===== src/rtl/cpu_pkg.sv =====
//------------------------------------------------------------------------------
// Module   : cpu_pkg
// Brief    : Shared constants and sequencer state type for the 4-bit CPU core.
// Revision : 1.0
//------------------------------------------------------------------------------
`default_nettype none

package cpu_pkg;

    localparam int ADDR_W     = 12;
    localparam int CW_W       = 13;
    localparam int INCPC_BIT  = 12;
    localparam int LOADPC_BIT = 11;
    localparam int CNT_W      = 16;

    typedef enum logic [1:0] {
        IDLE  = 2'd0,
        FETCH = 2'd1,
        EXEC  = 2'd2
    } seq_state_t;

endpackage

`default_nettype wire


===== src/rtl/fetch_sequencer.sv =====
//------------------------------------------------------------------------------
// Module   : fetch_sequencer
// Brief    : Two-phase fetch/execute sequencer with run/halt/step and PC breakpoint.
// Revision : 1.0
//------------------------------------------------------------------------------
`default_nettype none

module fetch_sequencer #(
    parameter int ADDR_W     = cpu_pkg::ADDR_W,
    parameter int CW_W       = cpu_pkg::CW_W,
    parameter int INCPC_BIT  = cpu_pkg::INCPC_BIT,
    parameter int LOADPC_BIT = cpu_pkg::LOADPC_BIT,
    parameter int CNT_W      = cpu_pkg::CNT_W
) (
    input  logic              clk,
    input  logic              reset,
    input  logic              run_en,
    input  logic              step_req,
    input  logic              halt_req,
    input  logic              bp_en,
    input  logic [ADDR_W-1:0] bp_addr,
    input  logic [7:0]        rom_data,
    input  logic [CW_W-1:0]   ctrl_word,
    output logic [ADDR_W-1:0] pc,
    output logic [3:0]        opcode,
    output logic [3:0]        operand,
    output logic              phase,
    output logic              cw_valid,
    output logic              halted,
    output logic              retired,
    output logic              bp_hit,
    output logic [CNT_W-1:0]  instr_cnt
);

    import cpu_pkg::*;

    seq_state_t        state_q, state_d;
    logic [ADDR_W-1:0] pc_q, pc_d;
    logic [7:0]        ir_q, ir_d;
    logic              step_mode_q, step_mode_d;
    logic              halt_pend_q, halt_pend_d;
    logic              bp_hit_q, bp_hit_d;
    logic [CNT_W-1:0]  cnt_q, cnt_d;

    logic [ADDR_W-1:0] next_pc;
    logic              bp_match;
    logic              stop_req;

    always_comb begin
        // Jump target is the IR operand nibble followed by the byte after the opcode.
        next_pc = pc_q;
        if (ctrl_word[LOADPC_BIT]) begin
            next_pc = ADDR_W'({ir_q[3:0], rom_data});
        end else if (ctrl_word[INCPC_BIT]) begin
            next_pc = pc_q + ADDR_W'(1);
        end

        bp_match = bp_en && (next_pc == bp_addr);
        stop_req = step_mode_q | halt_req | halt_pend_q | ~run_en | bp_match;

        state_d     = state_q;
        pc_d        = pc_q;
        ir_d        = ir_q;
        step_mode_d = step_mode_q;
        halt_pend_d = halt_pend_q;
        bp_hit_d    = bp_hit_q;
        cnt_d       = cnt_q;

        case (state_q)
            IDLE: begin
                if (run_en || step_req) begin
                    state_d     = FETCH;
                    step_mode_d = step_req & ~run_en;
                    halt_pend_d = 1'b0;
                    bp_hit_d    = 1'b0;
                end
            end
            FETCH: begin
                ir_d    = rom_data;
                pc_d    = next_pc;
                state_d = EXEC;
                // A halt pulse seen mid-instruction is held until the boundary.
                if (halt_req) begin
                    halt_pend_d = 1'b1;
                end
            end
            EXEC: begin
                pc_d        = next_pc;
                cnt_d       = cnt_q + CNT_W'(1);
                step_mode_d = 1'b0;
                halt_pend_d = 1'b0;
                if (stop_req) begin
                    state_d  = IDLE;
                    bp_hit_d = bp_hit_q | bp_match;
                end else begin
                    state_d = FETCH;
                end
            end
            default: begin
                state_d = IDLE;
            end
        endcase
    end

    always_ff @(posedge clk or posedge reset) begin
        if (reset) begin
            state_q     <= IDLE;
            pc_q        <= '0;
            ir_q        <= '0;
            step_mode_q <= 1'b0;
            halt_pend_q <= 1'b0;
            bp_hit_q    <= 1'b0;
            cnt_q       <= '0;
        end else begin
            state_q     <= state_d;
            pc_q        <= pc_d;
            ir_q        <= ir_d;
            step_mode_q <= step_mode_d;
            halt_pend_q <= halt_pend_d;
            bp_hit_q    <= bp_hit_d;
            cnt_q       <= cnt_d;
        end
    end

    assign pc        = pc_q;
    assign opcode    = ir_q[7:4];
    assign operand   = ir_q[3:0];
    assign phase     = (state_q == EXEC);
    assign cw_valid  = (state_q != IDLE);
    assign halted    = (state_q == IDLE);
    assign retired   = (state_q == EXEC);
    assign bp_hit    = bp_hit_q;
    assign instr_cnt = cnt_q;

endmodule

`default_nettype wire


===== config.mk =====
export PLATFORM = sky130hd
export DESIGN_NAME = fetch_sequencer
export DESIGN_NICKNAME = d
export VERILOG_FILES = /design/src/rtl/cpu_pkg.sv /design/src/rtl/fetch_sequencer.sv
export SDC_FILE = /design/constraint.sdc
export NUM_CORES = 1
export LEC_CHECK = 0
export CAP_MARGIN = 5
export CORE_UTILIZATION = 43
export DETAILED_ROUTE_END_ITERATION = 16
export GPL_ROUTABILITY_DRIVEN = 0
export GPL_TIMING_DRIVEN = 0
export PLACE_DENSITY = 0.77
export SYNTH_ARGS = -nofsm -noshare
export SYNTH_HDL_FRONTEND = slang
export SYNTH_SLANG_ARGS = --single-unit

===== constraint.sdc =====
create_clock -name clk -period 2.1 [get_ports clk]
set_clock_uncertainty 0.05 [all_clocks]
set_input_delay 0.525 -clock clk [delete_from_list [all_inputs] [get_ports clk]]
set_output_delay 0.525 -clock clk [all_outputs]
set_load 0.01 [all_outputs]

Word-level counts from Yosys, hierarchy flattened --
Index checks and enable logic that the tools add are counted. Widths: inputs -> output; s select.
Storage, ports and cells: input port bits 39, bits in registers 41, output and inout port bits 41, logic and storage cells 44
Cells by class: $add $sub $neg 2, reductions and logical operators 10, bitwise logic cells 7, muxes and demuxes 12, equality and inequality tests 6
Operator list (count):
- $mux 12 | 2
- $add 16x1->16 const B | 1
- $add 12x1->12 const B | 1
- $eq 12x12->1 | 1
- $pmux 2 s3 | 1
- $reduce_and 3->1 | 2
- $mux 1 | 5
- $or 1x1->1 | 5
- $ne 2x1->1 const B | 2
- $pmux 1 s2 | 2
- $reduce_bool 2->1 | 2
- $pmux 1 s3 | 1
- $reduce_bool 3->1 | 1
- $eq 2x1->1 const B | 1
- $eq 2x2->1 const B | 1
- $logic_not 2->1 | 1
- $mux 2 | 1
- $ne 2x2->1 const B | 1
- $reduce_and 2->1 | 1
- $reduce_or 2->1 | 1
- $and 1x1->1 | 1
- $logic_and 1x1->1 | 1
- $logic_or 1x1->1 | 1
- $not 1->1 | 1

Longest topological paths before layout --
depth in word-level cells 8, gate-level depth with buffers 8, depth with buffers taken out 7

Worst setup path after synthesis --
Ideal clock, no wire load.
path type reg2reg, start point reg pc_q[0], in the netlist pc[0], end point reg state_q[0], path buffers 0, library setup time 0.126 ns, path slack -0.025 ns, data required time 1.924 ns, stages on the path, launching flop included 8, clock period less this slack 2.125 ns, arrival time 1.949 ns, path through dfrtp_1 ha_1 mux2_2 mux2i_1 xnor2_1 nor4_1 nand3_1 o31a_2
Between the ends: longest elaborated chain between the ends 8
RTL lines:
- start: declaration | line fetch_sequencer.sv:38 | logic [ADDR_W-1:0] pc_q, pc_d;
- start signal: assignment | line fetch_sequencer.sv:116 | pc_q <= pc_d;
- $add 12x1->12 | line fetch_sequencer.sv:55 | next_pc = pc_q + ADDR_W'(1);
- $mux 12 (*) | line fetch_sequencer.sv:54 | end else if (ctrl_word[INCPC_BIT]) begin
- $mux 12 (*) | line fetch_sequencer.sv:52 | if (ctrl_word[LOADPC_BIT]) begin
- $eq 12x12->1 (*) | line fetch_sequencer.sv:58 | bp_match = bp_en && (next_pc == bp_addr);
- $logic_and 1x1->1 (*) | line fetch_sequencer.sv:58
- $or 1x1->1 (*) | line fetch_sequencer.sv:59 | stop_req = step_mode_q | halt_req | halt_pend_q | ~run_en | bp_match;
- $mux 1 (*) | line fetch_sequencer.sv:92 | if (stop_req) begin
- $pmux 2 s3 (*) | line fetch_sequencer.sv:69 | case (state_q)
- end signal: assignment | line fetch_sequencer.sv:115 | state_q <= state_d;
- end: declaration | line fetch_sequencer.sv:37 | seq_state_t state_q, state_d;
Every way passes the cells marked *; elsewhere a longest branch is shown, timed or not. A chain may end at the register's enable or synchronous reset.

Final worst setup path --
start point reg pc_q[1], in the netlist pc[1], end point reg bp_hit_q, in the netlist bp_hit
Between the ends: longest elaborated chain between the ends 8, elaborated cells on any way between the ends 11, classes of those cells 1 x add/sub; 2 x eq/ne; 4 x mux; 2 x bitwise; 2 x reduce/logical
RTL lines:
- $add 12x1->12 | line fetch_sequencer.sv:55
- $mux 12 (*) | line fetch_sequencer.sv:54
- $mux 12 (*) | line fetch_sequencer.sv:52
- $eq 12x12->1 (*) | line fetch_sequencer.sv:58
- $logic_and 1x1->1 (*) | line fetch_sequencer.sv:58
- $or 1x1->1, on equally long branches | line fetch_sequencer.sv:94, fetch_sequencer.sv:59
- $mux 1 / $ne 2x1->1 (equally long branches)
- $pmux 1 s2 / $reduce_and 3->1 (equally long branches)
- end signal: assignment | line fetch_sequencer.sv:120 | bp_hit_q <= bp_hit_d;
- end: declaration | line fetch_sequencer.sv:42 | logic bp_hit_q, bp_hit_d;
Every way passes the cells marked *; elsewhere a longest branch is shown, timed or not. The select of a mux whose other input is x is not followed.

==> impl_metrics.prom <==
# TYPE chip_impl_metric gauge
chip_impl_info{name="grt-busiest-layer",value="met2"} 1
chip_impl_metric{name="cts.htree.levels",unit=""} 2
chip_impl_metric{name="core_area",unit="um^2"} 5886
chip_impl_info{name="synth_top_area_cell",value="sky130_fd_sc_hd__dfrtp_1"} 1
chip_impl_metric{name="antenna_diode_instance_count",unit=""} 0
chip_impl_metric{name="cp.arrival",unit="ps"} 2360
chip_impl_metric{name="ys_ff_latch",unit=""} 41
chip_impl_metric{name="power-per-cell-area",unit="nW/um^2"} 1231
chip_impl_metric{name="worst_pin_slew",unit="ps"} 845.1
chip_impl_metric{name="p_leak",unit="uW"} 0.001621
chip_impl_metric{name="ys_seq_area_share",unit="%"} 39.10
chip_impl_metric{name="clock_sinks",unit=""} 41
chip_impl_metric{name="grt.total_usage",unit="%"} 23.08
chip_impl_metric{name="fmaxAchievable",unit="MHz"} 454.4
chip_impl_metric{name="finalWirelength",unit="mm"} 7.198
chip_impl_metric{name="ys_warn_count",unit=""} 0
chip_impl_info{name="synth.top_cells.by_area",value="sky130_fd_sc_hd__dfrtp_1 39%, sky130_fd_sc_hd__xnor2_1 7.7%, sky130_fd_sc_hd__mux2_2 4.7%"} 1
chip_impl_info{name="setup.worst_path.start",value="pc[1]"} 1
chip_impl_info{name="cts_tree",value="yes"} 1
chip_impl_metric{name="cts.path.max_buffers",unit=""} 2
chip_impl_metric{name="post_dp_hpwl",unit="mm"} 5.021
chip_impl_metric{name="total_clock_buffers_created_by_cts",unit=""} 5
chip_impl_metric{name="first_pass_drt_iterations",unit=""} 5
chip_impl_metric{name="worst_slew_slack_as_a_fraction_of_its_limit",unit="%"} 43.58
chip_impl_info{name="synth.most_common_cell",value="sky130_fd_sc_hd__dfrtp_1"} 1
chip_impl_metric{name="drtAntennaViolNets",unit=""} 0
chip_impl_metric{name="drt-wirelength-per-cell",unit="um"} 15.92
chip_impl_info{name="timing.critical_path.to",value="bp_hit"} 1
chip_impl_metric{name="via_count",unit=""} 2582
chip_impl_metric{name="final_net_count",unit=""} 421
chip_impl_metric{name="ff_latch_area",unit="um^2"} 1031
chip_impl_metric{name="setup_viols_final",unit=""} 2
chip_impl_metric{name="clk-insertion-delay-late",unit="ps"} 310
chip_impl_metric{name="finalHoldViolCount",unit=""} 0
chip_impl_metric{name="avgViaCountPerCell",unit=""} 5.712
chip_impl_metric{name="fin_ws",unit="ps"} -100.9
chip_impl_metric{name="switching_share",unit="%"} 39.05
chip_impl_metric{name="synthDistinctLibCells",unit=""} 51
chip_impl_metric{name="power.net_switching",unit="uW"} 1798
chip_impl_metric{name="cts-hold-fix-buffers",unit=""} 0
chip_impl_metric{name="fp.dieArea",unit="um^2"} 6418
chip_impl_metric{name="total_area_of_multi_input_combinational_cells",unit="um^2"} 1526
chip_impl_metric{name="syn_area_per_cell",unit="um^2"} 9.142
chip_impl_info{name="unrepaired_setup_endpoints_after_global_routing",value="yes"} 1
chip_impl_metric{name="finalHoldWorstSlack",unit="ps"} 430.1
chip_impl_info{name="critPathKind",value="flip-flop to flip-flop"} 1
chip_impl_metric{name="fraction_of_layout_instances_using_a_drive_strength_above_1",unit="%"} 17.77
chip_impl_info{name="status",value="finished, violations left"} 1
chip_impl_metric{name="critical_path_required",unit="ps"} 2260
chip_impl_metric{name="period_share",unit="%"} 104.8
chip_impl_metric{name="post-route-drc-count",unit=""} 0
chip_impl_metric{name="filler_cell_count",unit=""} 511
chip_impl_info{name="worst_hold_path_type",value="flip-flop to flip-flop"} 1
chip_impl_metric{name="grtUsageMet3",unit="%"} 2.955
chip_impl_metric{name="port-buffer-count",unit=""} 68
chip_impl_metric{name="clock_power_share",unit="%"} 17.1
chip_impl_info{name="failed_checks",value="setup timing"} 1
chip_impl_metric{name="share_of_power_burned_in_combinational_logic",unit="%"} 52.0
chip_impl_metric{name="setup.reg_to_reg.worst_slack",unit="ps"} -100
chip_impl_metric{name="number_of_antenna_violations_at_the_first_check_in_global_routing",unit=""} 0
chip_impl_metric{name="grt.met2_usage",unit="%"} 37.95
chip_impl_info{name="rr_endpoint",value="bp_hit"} 1
chip_impl_metric{name="drv_slew",unit=""} 0
chip_impl_metric{name="grt_max_degree",unit=""} 42
chip_impl_metric{name="internal-power",unit="uW"} 2806
chip_impl_metric{name="design.portCount",unit=""} 80
chip_impl_metric{name="postSynthCellCount",unit=""} 287
chip_impl_metric{name="drtIter0Drc",unit=""} 191
chip_impl_info{name="clockRootBuffer",value="sky130_fd_sc_hd__clkbuf_8"} 1
chip_impl_info{name="synth_flop_cell",value="sky130_fd_sc_hd__dfrtp_1"} 1
chip_impl_metric{name="fp_rows",unit=""} 28
chip_impl_metric{name="syn-cell-area",unit="um^2"} 2624
chip_impl_metric{name="die_y",unit="um"} 80.12
chip_impl_metric{name="reg2reg_depth",unit=""} 8
chip_impl_metric{name="cp_max_fo",unit=""} 4
chip_impl_metric{name="dp_worst_setup_slack",unit="ps"} -827.3
chip_impl_metric{name="async_reset_ff_share",unit="%"} 100.0
chip_impl_metric{name="seqPwrFrac",unit="%"} 30.9
chip_impl_metric{name="max_vdd_drop",unit="mV"} 0.7296
chip_impl_metric{name="die_x",unit="um"} 80.12
chip_impl_metric{name="grt_pass1_wl",unit="mm"} 11.30
chip_impl_metric{name="syn2layout_area_growth",unit="%"} 42.58
chip_impl_info{name="worst_setup_path_start_kind",value="flip-flop"} 1
chip_impl_info{name="endpoint_kind",value="flip-flop"} 1
chip_impl_info{name="r2r_start",value="pc[1]"} 1
chip_impl_metric{name="initial_core_util",unit="%"} 44.58
chip_impl_metric{name="gr-usage-met1",unit="%"} 31.03
chip_impl_metric{name="count_of_max_cap_constraint_violations",unit=""} 0
chip_impl_metric{name="synthDominantCellAreaShare",unit="%"} 39.10
chip_impl_metric{name="synth-edff-count",unit=""} 0
chip_impl_metric{name="grt_remaining_overflow",unit=""} 0
chip_impl_info{name="post_synth_most_frequent_cells",value="41 x sky130_fd_sc_hd__dfrtp_1, 30 x sky130_fd_sc_hd__nand2_1, 23 x sky130_fd_sc_hd__xnor2_1"} 1
chip_impl_metric{name="total_nets_after_synthesis",unit=""} 332
chip_impl_metric{name="timing.final.crit_period",unit="ps"} 2201
chip_impl_metric{name="vias_in_the_first_global_route",unit=""} 2364
chip_impl_metric{name="clkSlewWorstSetupHoldPaths",unit="ps"} 90
per-stage QoR:
step	TNS [ps]	std cells	utilization [%]	power, uW	area [um^2]
after floorplan	0	287	-	2660	2625
after global placement	-21520	430	57.76	3574	3400
after detailed placement	-7921	430	57.76	3639	3400
after CTS	-191.8	449	62.33	4530	3669
after global routing	-342.2	452	63.56	4891	3741
final	-175.0	452	63.56	4603	3741
power by group through the flow:
stage / clock, uW / sequential (uW) / combinational (uW)
2_1_floorplan: 0 / 1450 / 1210
3_3_place_gp: 0 / 1410 / 2160
3_5_place_dp: 0 / 1420 / 2220
5_1_grt: 826 / 1460 / 2600
4_1_cts: 795 / 1400 / 2330
6_report: 788 / 1420 / 2390
layer usage:
layer  routed length, um  vias up
met2                3429      118
met5                   0        -
met1                3161     1247
met3                 494        9
li1                    -     1208
met4                 112        0
placed cells by master (no fill, tap or decap), types with 3 or more instances in the layout:
cell type,instances
sky130_fd_sc_hd__o22ai_1,6
sky130_fd_sc_hd__mux2i_1,3
sky130_fd_sc_hd__dlygate4sd2_1,6
sky130_fd_sc_hd__clkdlybuf4s50_1,57
sky130_fd_sc_hd__o21ai_0,21
sky130_fd_sc_hd__buf_6,4
sky130_fd_sc_hd__mux2_2,9
sky130_fd_sc_hd__a31oi_1,3
sky130_fd_sc_hd__clkbuf_8,5
sky130_fd_sc_hd__inv_1,14
sky130_fd_sc_hd__nand2_1,30
sky130_fd_sc_hd__a22o_1,6
sky130_fd_sc_hd__buf_4,15
sky130_fd_sc_hd__nor2_1,13
sky130_fd_sc_hd__dfrtp_1,37
sky130_fd_sc_hd__xor2_1,10
sky130_fd_sc_hd__nand3_1,7
sky130_fd_sc_hd__o31ai_1,4
sky130_fd_sc_hd__nand2b_1,4
sky130_fd_sc_hd__dfrtp_2,4
sky130_fd_sc_hd__dlymetal6s2s_1,4
sky130_fd_sc_hd__nor2b_1,5
sky130_fd_sc_hd__ha_1,3
sky130_fd_sc_hd__xnor2_1,22
sky130_fd_sc_hd__nand4_1,9
sky130_fd_sc_hd__a21oi_1,16
sky130_fd_sc_hd__clkbuf_1,3
registers in the layout (all words and copies together), names as in the netlist:
signal / flops
step_mode_q: 1
ir_q: 8
bp_hit: 1
state_q: 2
halt_pend_q: 1
instr_cnt: 16
pc: 12
critical path, cell delays in order (launching register included):
cell and delay (ps):
sky130_fd_sc_hd__dfrtp_1 450, sky130_fd_sc_hd__nand4_1 190, sky130_fd_sc_hd__buf_6 140, sky130_fd_sc_hd__buf_6 100, sky130_fd_sc_hd__nor3_1 50, sky130_fd_sc_hd__mux2_4 260
sky130_fd_sc_hd__a222oi_1 310, sky130_fd_sc_hd__o2111ai_2 200, sky130_fd_sc_hd__o41ai_2 350
repair_timing:
item                       4_1_cts  5_1_grt
setup buffers                   11        3
setup endpoints to repair       21       13
pin swaps                        7       11
resized for setup               29       15
how the worst min path moves through the flow:
| stage | from | end | cells after the start |
|---|---|---|---|
| after floorplan | halt_pend_q | halt_pend_q | 2 |
| after global placement | instr_cnt[15] | instr_cnt[15] | 1 |
| after detailed placement | instr_cnt[15] | instr_cnt[15] | 1 |
| after CTS | instr_cnt[15] | instr_cnt[15] | 1 |
| after global routing | instr_cnt[13] | instr_cnt[13] | 1 |
| final | instr_cnt[15] | instr_cnt[15] | 1 |
area by class of cell:
type                    count  share of cell area (%)
multi-input cells         215                   40.80
inverters                  16                   1.605
flip-flops and latches     41                   27.56
repair buffers             82                   21.30
well taps                  75                   2.508
clock inverters             3                   1.839
clock buffers               5                   1.839
plain buffers              15                   2.542
cells by family after synthesis:
logic type      share of synthesized area [%]
fa+ha+maj                               2.861
compound gates                          18.27
xor+xnor                                11.02
flops                                   39.10
buf+inv                                 5.103
simple gates                            17.79
mux                                     5.866
Power figures use the tool's default switching activity.
